$ cat src/rtl/slow_tick_debouncer_pkg.sv
// Shared definitions for the slow-tick sensor debouncer: FSM state encoding
// and the default stability requirement.
package slow_tick_debouncer_pkg;

    typedef enum logic [1:0] {
        IDLE   = 2'd0,
        ARM    = 2'd1,
        HIGH   = 2'd2,
        DISARM = 2'd3
    } state_t;

    localparam int DEFAULT_STABLE_SAMPLES = 4;

    // The debounced level is a pure function of the state.
    function automatic logic state_level(input state_t s);
        return (s == HIGH) || (s == DISARM);
    endfunction

endpackage

$ cat src/rtl/slow_tick_debouncer_if.sv
// Signal bundle between the divided-clock/sensor side and the debouncer.
interface slow_tick_debouncer_if;

    logic slow_clk;
    logic sensor_raw;
    logic tick;
    logic level;
    logic rise_pulse;
    logic fall_pulse;

    modport master (
        output slow_clk,
        output sensor_raw,
        input  tick,
        input  level,
        input  rise_pulse,
        input  fall_pulse
    );

    modport slave (
        input  slow_clk,
        input  sensor_raw,
        output tick,
        output level,
        output rise_pulse,
        output fall_pulse
    );

endinterface

$ cat src/rtl/slow_tick_debouncer_sync_2ff.sv
// Two-flop synchronizer bringing an asynchronous single-bit line into clk.
module sync_2ff (
    input  logic clk,
    input  logic rst,
    input  logic d,
    output logic q
);

    logic meta_q;
    logic sync_q;

    // NOTE: non-blocking assignments so both stages shift on the same edge;
    // blocking here would collapse the chain into a single flop.
    always_ff @(posedge clk or posedge rst) begin
        if (rst) begin
            meta_q <= 1'b0;
            sync_q <= 1'b0;
        end else begin
            meta_q <= d;
            sync_q <= meta_q;
        end
    end

    assign q = sync_q;

endmodule

$ cat src/rtl/slow_tick_debouncer.sv
// Turns the divided slow_clk into one-cycle sampling strobes and debounces
// the customer sensor on those strobes, producing a clean level and pulses.
module slow_tick_debouncer
    import slow_tick_debouncer_pkg::*;
#(
    parameter int STABLE_SAMPLES = DEFAULT_STABLE_SAMPLES
) (
    input  logic                 clk,
    input  logic                 rst,
    slow_tick_debouncer_if.slave bus
);

    localparam int                CNT_W    = $clog2(STABLE_SAMPLES + 1);
    localparam logic [CNT_W-1:0]  CNT_ZERO = '0;
    localparam logic [CNT_W-1:0]  CNT_ONE  = CNT_W'(1);
    localparam logic [CNT_W-1:0]  CNT_LAST = CNT_W'(STABLE_SAMPLES - 1);

    logic             s2;
    logic             samp;
    logic             s3_q,    s3_d;
    logic             tick;
    state_t           state_q, state_d;
    logic [CNT_W-1:0] cnt_q,   cnt_d;
    logic             rise_q,  rise_d;
    logic             fall_q,  fall_d;

    sync_2ff u_slow_sync (
        .clk (clk),
        .rst (rst),
        .d   (bus.slow_clk),
        .q   (s2)
    );

    sync_2ff u_sensor_sync (
        .clk (clk),
        .rst (rst),
        .d   (bus.sensor_raw),
        .q   (samp)
    );

    // Third slow_clk stage exists only to detect the synchronized rising edge.
    assign s3_d = s2;
    assign tick = s2 & ~s3_q;

    always_ff @(posedge clk or posedge rst) begin
        if (rst) begin
            s3_q    <= 1'b0;
            state_q <= IDLE;
            cnt_q   <= CNT_ZERO;
            rise_q  <= 1'b0;
            fall_q  <= 1'b0;
        end else begin
            s3_q    <= s3_d;
            state_q <= state_d;
            cnt_q   <= cnt_d;
            rise_q  <= rise_d;
            fall_q  <= fall_d;
        end
    end

    always_comb begin
        // NOTE: every output of this block gets a default first so no path
        // leaves a signal unassigned and infers a latch.
        state_d = state_q;
        cnt_d   = cnt_q;
        rise_d  = 1'b0;
        fall_d  = 1'b0;

        if (tick) begin
            unique case (state_q)
                IDLE: begin
                    if (samp) begin
                        state_d = ARM;
                        cnt_d   = CNT_ONE;
                    end
                end
                ARM: begin
                    if (!samp) begin
                        state_d = IDLE;
                        cnt_d   = CNT_ZERO;
                    end else if (cnt_q == CNT_LAST) begin
                        state_d = HIGH;
                        cnt_d   = CNT_ZERO;
                        rise_d  = 1'b1;
                    end else begin
                        cnt_d   = cnt_q + CNT_ONE;
                    end
                end
                HIGH: begin
                    if (!samp) begin
                        state_d = DISARM;
                        cnt_d   = CNT_ONE;
                    end
                end
                DISARM: begin
                    if (samp) begin
                        state_d = HIGH;
                        cnt_d   = CNT_ZERO;
                    end else if (cnt_q == CNT_LAST) begin
                        state_d = IDLE;
                        cnt_d   = CNT_ZERO;
                        fall_d  = 1'b1;
                    end else begin
                        cnt_d   = cnt_q + CNT_ONE;
                    end
                end
            endcase
        end
    end

    assign bus.tick       = tick;
    assign bus.level      = state_level(state_q);
    assign bus.rise_pulse = rise_q;
    assign bus.fall_pulse = fall_q;

endmodule

$ cat src/flat_wrapper.sv
// flat-port wrapper written by rule: the top's interface ports become plain ports
module slow_tick_debouncer_flat import slow_tick_debouncer_pkg::*;
#(
    parameter int STABLE_SAMPLES = DEFAULT_STABLE_SAMPLES
)
  (clk, rst, bus_slow_clk, bus_sensor_raw, bus_tick, bus_level, bus_rise_pulse, bus_fall_pulse);
  slow_tick_debouncer_if bus_i ();
  input  logic clk;
  input  logic rst;
  input wire logic [$bits(bus_i.slow_clk)-1:0] bus_slow_clk;
  input wire logic [$bits(bus_i.sensor_raw)-1:0] bus_sensor_raw;
  output wire logic [$bits(bus_i.tick)-1:0] bus_tick;
  output wire logic [$bits(bus_i.level)-1:0] bus_level;
  output wire logic [$bits(bus_i.rise_pulse)-1:0] bus_rise_pulse;
  output wire logic [$bits(bus_i.fall_pulse)-1:0] bus_fall_pulse;
  assign bus_i.slow_clk = bus_slow_clk;
  assign bus_i.sensor_raw = bus_sensor_raw;
  assign bus_tick = bus_i.tick;
  assign bus_level = bus_i.level;
  assign bus_rise_pulse = bus_i.rise_pulse;
  assign bus_fall_pulse = bus_i.fall_pulse;
  slow_tick_debouncer #(.STABLE_SAMPLES(STABLE_SAMPLES)) u_core (.clk(clk), .rst(rst), .bus(bus_i));
endmodule
$ cat config.mk
export PLATFORM = sky130hd
export DESIGN_NAME = slow_tick_debouncer_flat
export DESIGN_NICKNAME = d
export VERILOG_FILES = /design/src/rtl/slow_tick_debouncer_pkg.sv /design/src/rtl/slow_tick_debouncer_if.sv /design/src/rtl/slow_tick_debouncer_sync_2ff.sv /design/src/rtl/slow_tick_debouncer.sv /design/src/flat_wrapper.sv
export SDC_FILE = /design/constraint.sdc
export NUM_CORES = 1
export LEC_CHECK = 0
export CORE_AREA = 2 2 39 41
export DETAILED_ROUTE_END_ITERATION = 8
export DIE_AREA = 0 0 41 43
export SYNTH_ARGS = -nofsm -noshare
export SYNTH_HDL_FRONTEND = slang
export SYNTH_SLANG_ARGS = --single-unit
$ cat constraint.sdc
create_clock -name clk -period 2.3 [get_ports clk]
set_input_delay 0.46 -clock clk [delete_from_list [all_inputs] [get_ports clk]]
set_output_delay 0.46 -clock clk [all_outputs]
set_load 0.02 [all_outputs]
**After elaboration in Yosys (flattened, before gate mapping)**

Index checks and enable logic that the tools add are counted.

- Flip-flop bits (word level): 12
- Input bits: 4
- Output and inout bits: 4
- Word-level logic and storage cells: 44

- $add $sub $neg: 1
- Equality and inequality tests: 8
- Multiplexer cells: 20
- Bitwise gates (word level): 2
- Reduce and logical (&&, ||, !) cells: 4

Operator list:

| kind | number |
|---|---|
| 3-bit 2-to-1 mux | 5 |
| 2-bit 2-to-1 mux | 6 |
| 3-bit one-hot mux with 4 select lines | 1 |
| 2-bit one-hot mux with 4 select lines | 1 |
| 1-bit 2-to-1 mux | 7 |
| 3-bit by 2-bit != test with 1-bit output, second input constant | 2 |
| 5-bit AND reduction | 1 |
| 2-bit equality test, second input constant | 2 |
| 2-bit != test, second input constant | 2 |
| 3-bit by 1-bit adder with 3-bit output, second input constant | 1 |
| 3-bit by 2-bit equality test with 1-bit output, second input constant | 1 |
| 3-bit AND reduction | 1 |
| 2-bit by 1-bit equality test with 1-bit output, second input constant | 1 |
| 2-bit zero test | 1 |
| 1-bit bitwise AND | 1 |
| 1-bit logical OR | 1 |
| 1-bit NOT | 1 |

**Logic depth before layout (Yosys ltp)**

- Word-level depth: 5
- Gate-level depth with buffers: 3
- Depth with buffers taken out: 3

**Cells and area by module**

A second synthesis with hierarchy kept.

- Cell total of the unflattened synthesis: 36
- Area total of the unflattened synthesis: 498.0 um2

By module, submodules not included:

| module | times used | cells an instance | area an instance (um2) |
|---|---|---|---|
| slow_tick_debouncer | 1 | 30 | 390.4 |
| sync_2ff | 2 | 3 | 53.8 |

**Least setup slack after synthesis**

Ideal clock, no wire load.

- Kind: register to register
- From: register u_core.s3_q
- To: register with a tool-made name
- Arrival: 1238 ps
- Required time: 2175 ps
- Path slack: 937 ps
- Stages on the path, launching flop included: 4
- Buffers on the path: 0
- Period minus slack after synthesis: 1363 ps
- Cells stage by stage: dfrtp_1 nand3b_1 or3b_4 mux2_4

RTL lines:

| element | RTL line | source |
|---|---|---|
| from (decl) | slow_tick_debouncer.sv:20 | `logic s3_q, s3_d;` |
| from (signal assigned) | slow_tick_debouncer.sv:47 | `s3_q <= 1'b0;` |
| from (signal assigned) | slow_tick_debouncer.sv:53 | `s3_q <= s3_d;` |

**Worst setup path after layout**

- From: register u_core.s3_q
- To: output port bus_tick

- Word-level cells in the longest chain between the ends: 2

RTL lines:

| element | RTL line | source |
|---|---|---|
| 1-bit NOT | slow_tick_debouncer.sv:43 | `assign tick = s2 & ~s3_q;` |
| 1-bit bitwise AND | slow_tick_debouncer.sv:43 |  |
| to (decl) | flat_wrapper.sv:12 | `output wire logic [$bits(bus_i.tick)-1:0] bus_tick;` |

No other way between the ends.

==> key figures <==
Drt
  – Residual DRC: 0
  – Wire per inst: 11.6 um
  – Initial DRT Pass Iterations: 2
  – Routed vias: 266
  – Final WL: 662 um
  – Vias/cell: 4.67
  – Iter 0 DRT Violations: 4
  – Routed Antenna Nets: 0

Die
  – Floorplan row count: 14
  – Initial Util: 0.324
  – Die footprint: 1760 um^2
  – Die Y-Extent: 43 um
  – Ports: 8
  – Core ar.: approximately 1400 um^2
  – Die W: 41 um

Flow run
  – Max Cap Violations: 0

STA
  – Worst Tran Pin Value: 0.438 ns
  – Finish-stage setup viols: 0
  – Max Clock Skew: approximately 0.00047 ns
  – Period minus WS final: ~2 ns
  – Tcrit/Tclk final: 0.850
  – TNS Setup: 0 ns
  – Hold_ws: 0.359 ns
  – Final worst slack: 0.345 ns
  – Max Fclk: 0.512 GHz
  – Max-slew violation count: 0
  – Slew HR: 0.708
  – Fin. Hold Viols: 0
  – RSZ-0062 raised after global routing: false

GRT
  – First-pass GRT wire length: 1.10 mm
  – Tot GR Track Use: 0.0992
  – Largest net degree at the start of global routing: 13
  – Gr ovfl total: 0
  – Vias in the first global route: 277
  – Initial antenna violation count: 0

Worst hold path
  – WHS Path Cells: 0
  – Hold Crit Start: u_core.u_slow_sync.meta_q
  – Hold worst-path end: u_core.u_slow_sync.q
  – Worst hold path type: reg2reg

Cells and area
  – Final instance area: 557 um^2
  – Area Growth Syn to Fin: 24.3%
  – Final nets: 48
  – # diodes: 0
  – Post-layout util: 0.402
  – Final Non-Filler Cells: 57
  – Layout cells sized above 1: 0.171

Placed design
  – GPL Wtd Cong: approximately 0.61
  – Placed Instance Area: 534 um^2
  – Dpl ws: about 0.64 ns
  – Cell count after placement: 54
  – IO buf count: 7
  – Post-DP HPWL: 517 um

Setup path
  – R2R Path Start: u_core.s3_q
  – Crit-path max FO: 5
  – CP endpoint kind: output pin
  – Startpoint type of the worst setup path: flop
  – Reg2Reg Depth: 3
  – Req. time, crit path: 1.84 ns
  – Critical path arrival: 1.49 ns
  – R2r setup slk: between 0.8 and 0.9 ns
  – Worst Path Class, Setup: reg2out

Clock network
  – Clock Tree Buf Depth: 2
  – CTS buffer count: 3
  – Reg clk slew, reported paths: 0.07 ns
  – Setup repair bufs after CTS: 0
  – Root Buffer: clkbuf_4
  – CTS Sinks: 12
  – CTS tree: built
  – CTS Hold Buffers Added: 0
  – # H-tree levels: 1
  – CTS-repair resized insts: 0
  – Clock latency on the worst-skew pair: 0.27 ns

Synthesis
  – Syn Nets: 37
  – Largest area contributor in the netlist: dfrtp_1
  – Cell area after synthesis: 448 um^2
  – Syn Area/Cell: ~14 um^2
  – Register area share after synthesis: 0.670
  – FF+latch count, synth: 12
  – Top cells by count, synth: 12 x dfrtp_1, 3 x nand2_1, 2 x nor3b_1, 2 x o21ai_0
  – Warnings from Yosys: 0
  – Most common cell in the netlist: dfrtp_1
  – EDFF count, synth: 0
  – Synth cell types: 17
  – Mapped Cells: 32
  – Synth top area share: 0.670
  – Primary FF master, synth: dfrtp_1
  – Synth area leaders: dfrtp_1 67%, mux2_4 3.4%, nor3b_1 3.4%, ha_1 2.8%, nand2_1 2.5%
  – Synth async-reset ratio: 1.00

Power and ir drop
  – Cell Pwr Density: 906 nW/um^2
  – Pwr Total: about 0.50 mW
  – Maximum vdd drop: between 300 and 400 uV
  – P_leak: 0.256 nW

Run status
  – Outcome: finished, final reports clean
==> area by class of cell <==
class,instances,area [um^2]
fill,128,827
inverter,1,3.75
tap,16,20.0
timing repair buffer,7,70.1
sequential,12,300
multi-input combinational,18,140
clock buffer,3,22.5
==> logic make-up (layout without fill, tap and decap cells) <==
group / after synthesis / count (layout) / synth area share
AO/OA/AOI/OAI: 5 / 5 / 0.0782
flip-flops: 12 / 12 / 0.670
adder cells (fa/ha/maj): 1 / 1 / 0.0279
buffers and inverters: 2 / 11 / 0.0167
AND/OR/NAND/NOR: 10 / 10 / 0.154
XOR/XNOR: 1 / 1 / 0.0196
multiplexers: 1 / 1 / 0.0335
==> where the power goes <==
group          total (mW)  switching, mW  leakage, nW  internal, mW
Sequential          0.270         0.0271        0.152         0.243
Clock               0.126         0.0652       0.0138        0.0607
Combinational       0.109         0.0501       0.0905        0.0586
==> worst max path at each step <==
stage                start  endpoint  slack, ns  depth (start not counted)
6_report       u_core.s3_q  bus_tick       0.35                          2
5_1_grt        u_core.s3_q  bus_tick       0.29                          2
4_1_cts        u_core.s3_q  bus_tick       0.34                          2
3_5_place_dp   u_core.s3_q  bus_tick       0.64                          2
3_3_place_gp   u_core.s3_q  bus_tick       0.65                          2
2_1_floorplan  u_core.s3_q      flop       0.94                          3
==> cells in the final DEF, fill, tap and decap left out, drive strengths merged <==
cell	n
a31o	1
and2b	1
and3b	1
clkbuf	3
clkdlybuf4s50	7
dfrtp	12
ha	1
inv	1
mux2	1
nand2	3
nand3b	1
nor2b	1
nor3b	2
o21a	1
o21ai	2
o2bb2ai	1
or3b	1
xor2	1
==> critical path, cell delays in order (launching register included) <==
cell             delay, ns
dfrtp_1               0.37
and2b_2               0.25
clkdlybuf4s50_1       0.61
==> per-layer routing <==
layer,vias up,track usage,wire [um]
li1,128,-,-
met1,126,0.123,283
met2,9,0.134,321
met3,3,0.0314,32
met4,0,0.0800,25
met5,-,0,0
==> registers in the layout, summed over array words and instances (netlist names), named ones only <==
register	flops
u_core.u_sensor_sync.meta_q	1
u_core.s3_q	1
u_core.u_sensor_sync.q	1
u_core.u_slow_sync.meta_q	1
u_core.bus.rise_pulse	1
u_core.state_q	1
u_core.u_slow_sync.q	1
u_core.cnt_q	3
u_core.bus.fall_pulse	1
No activity file was read; power rests on OpenSTA's default activity.
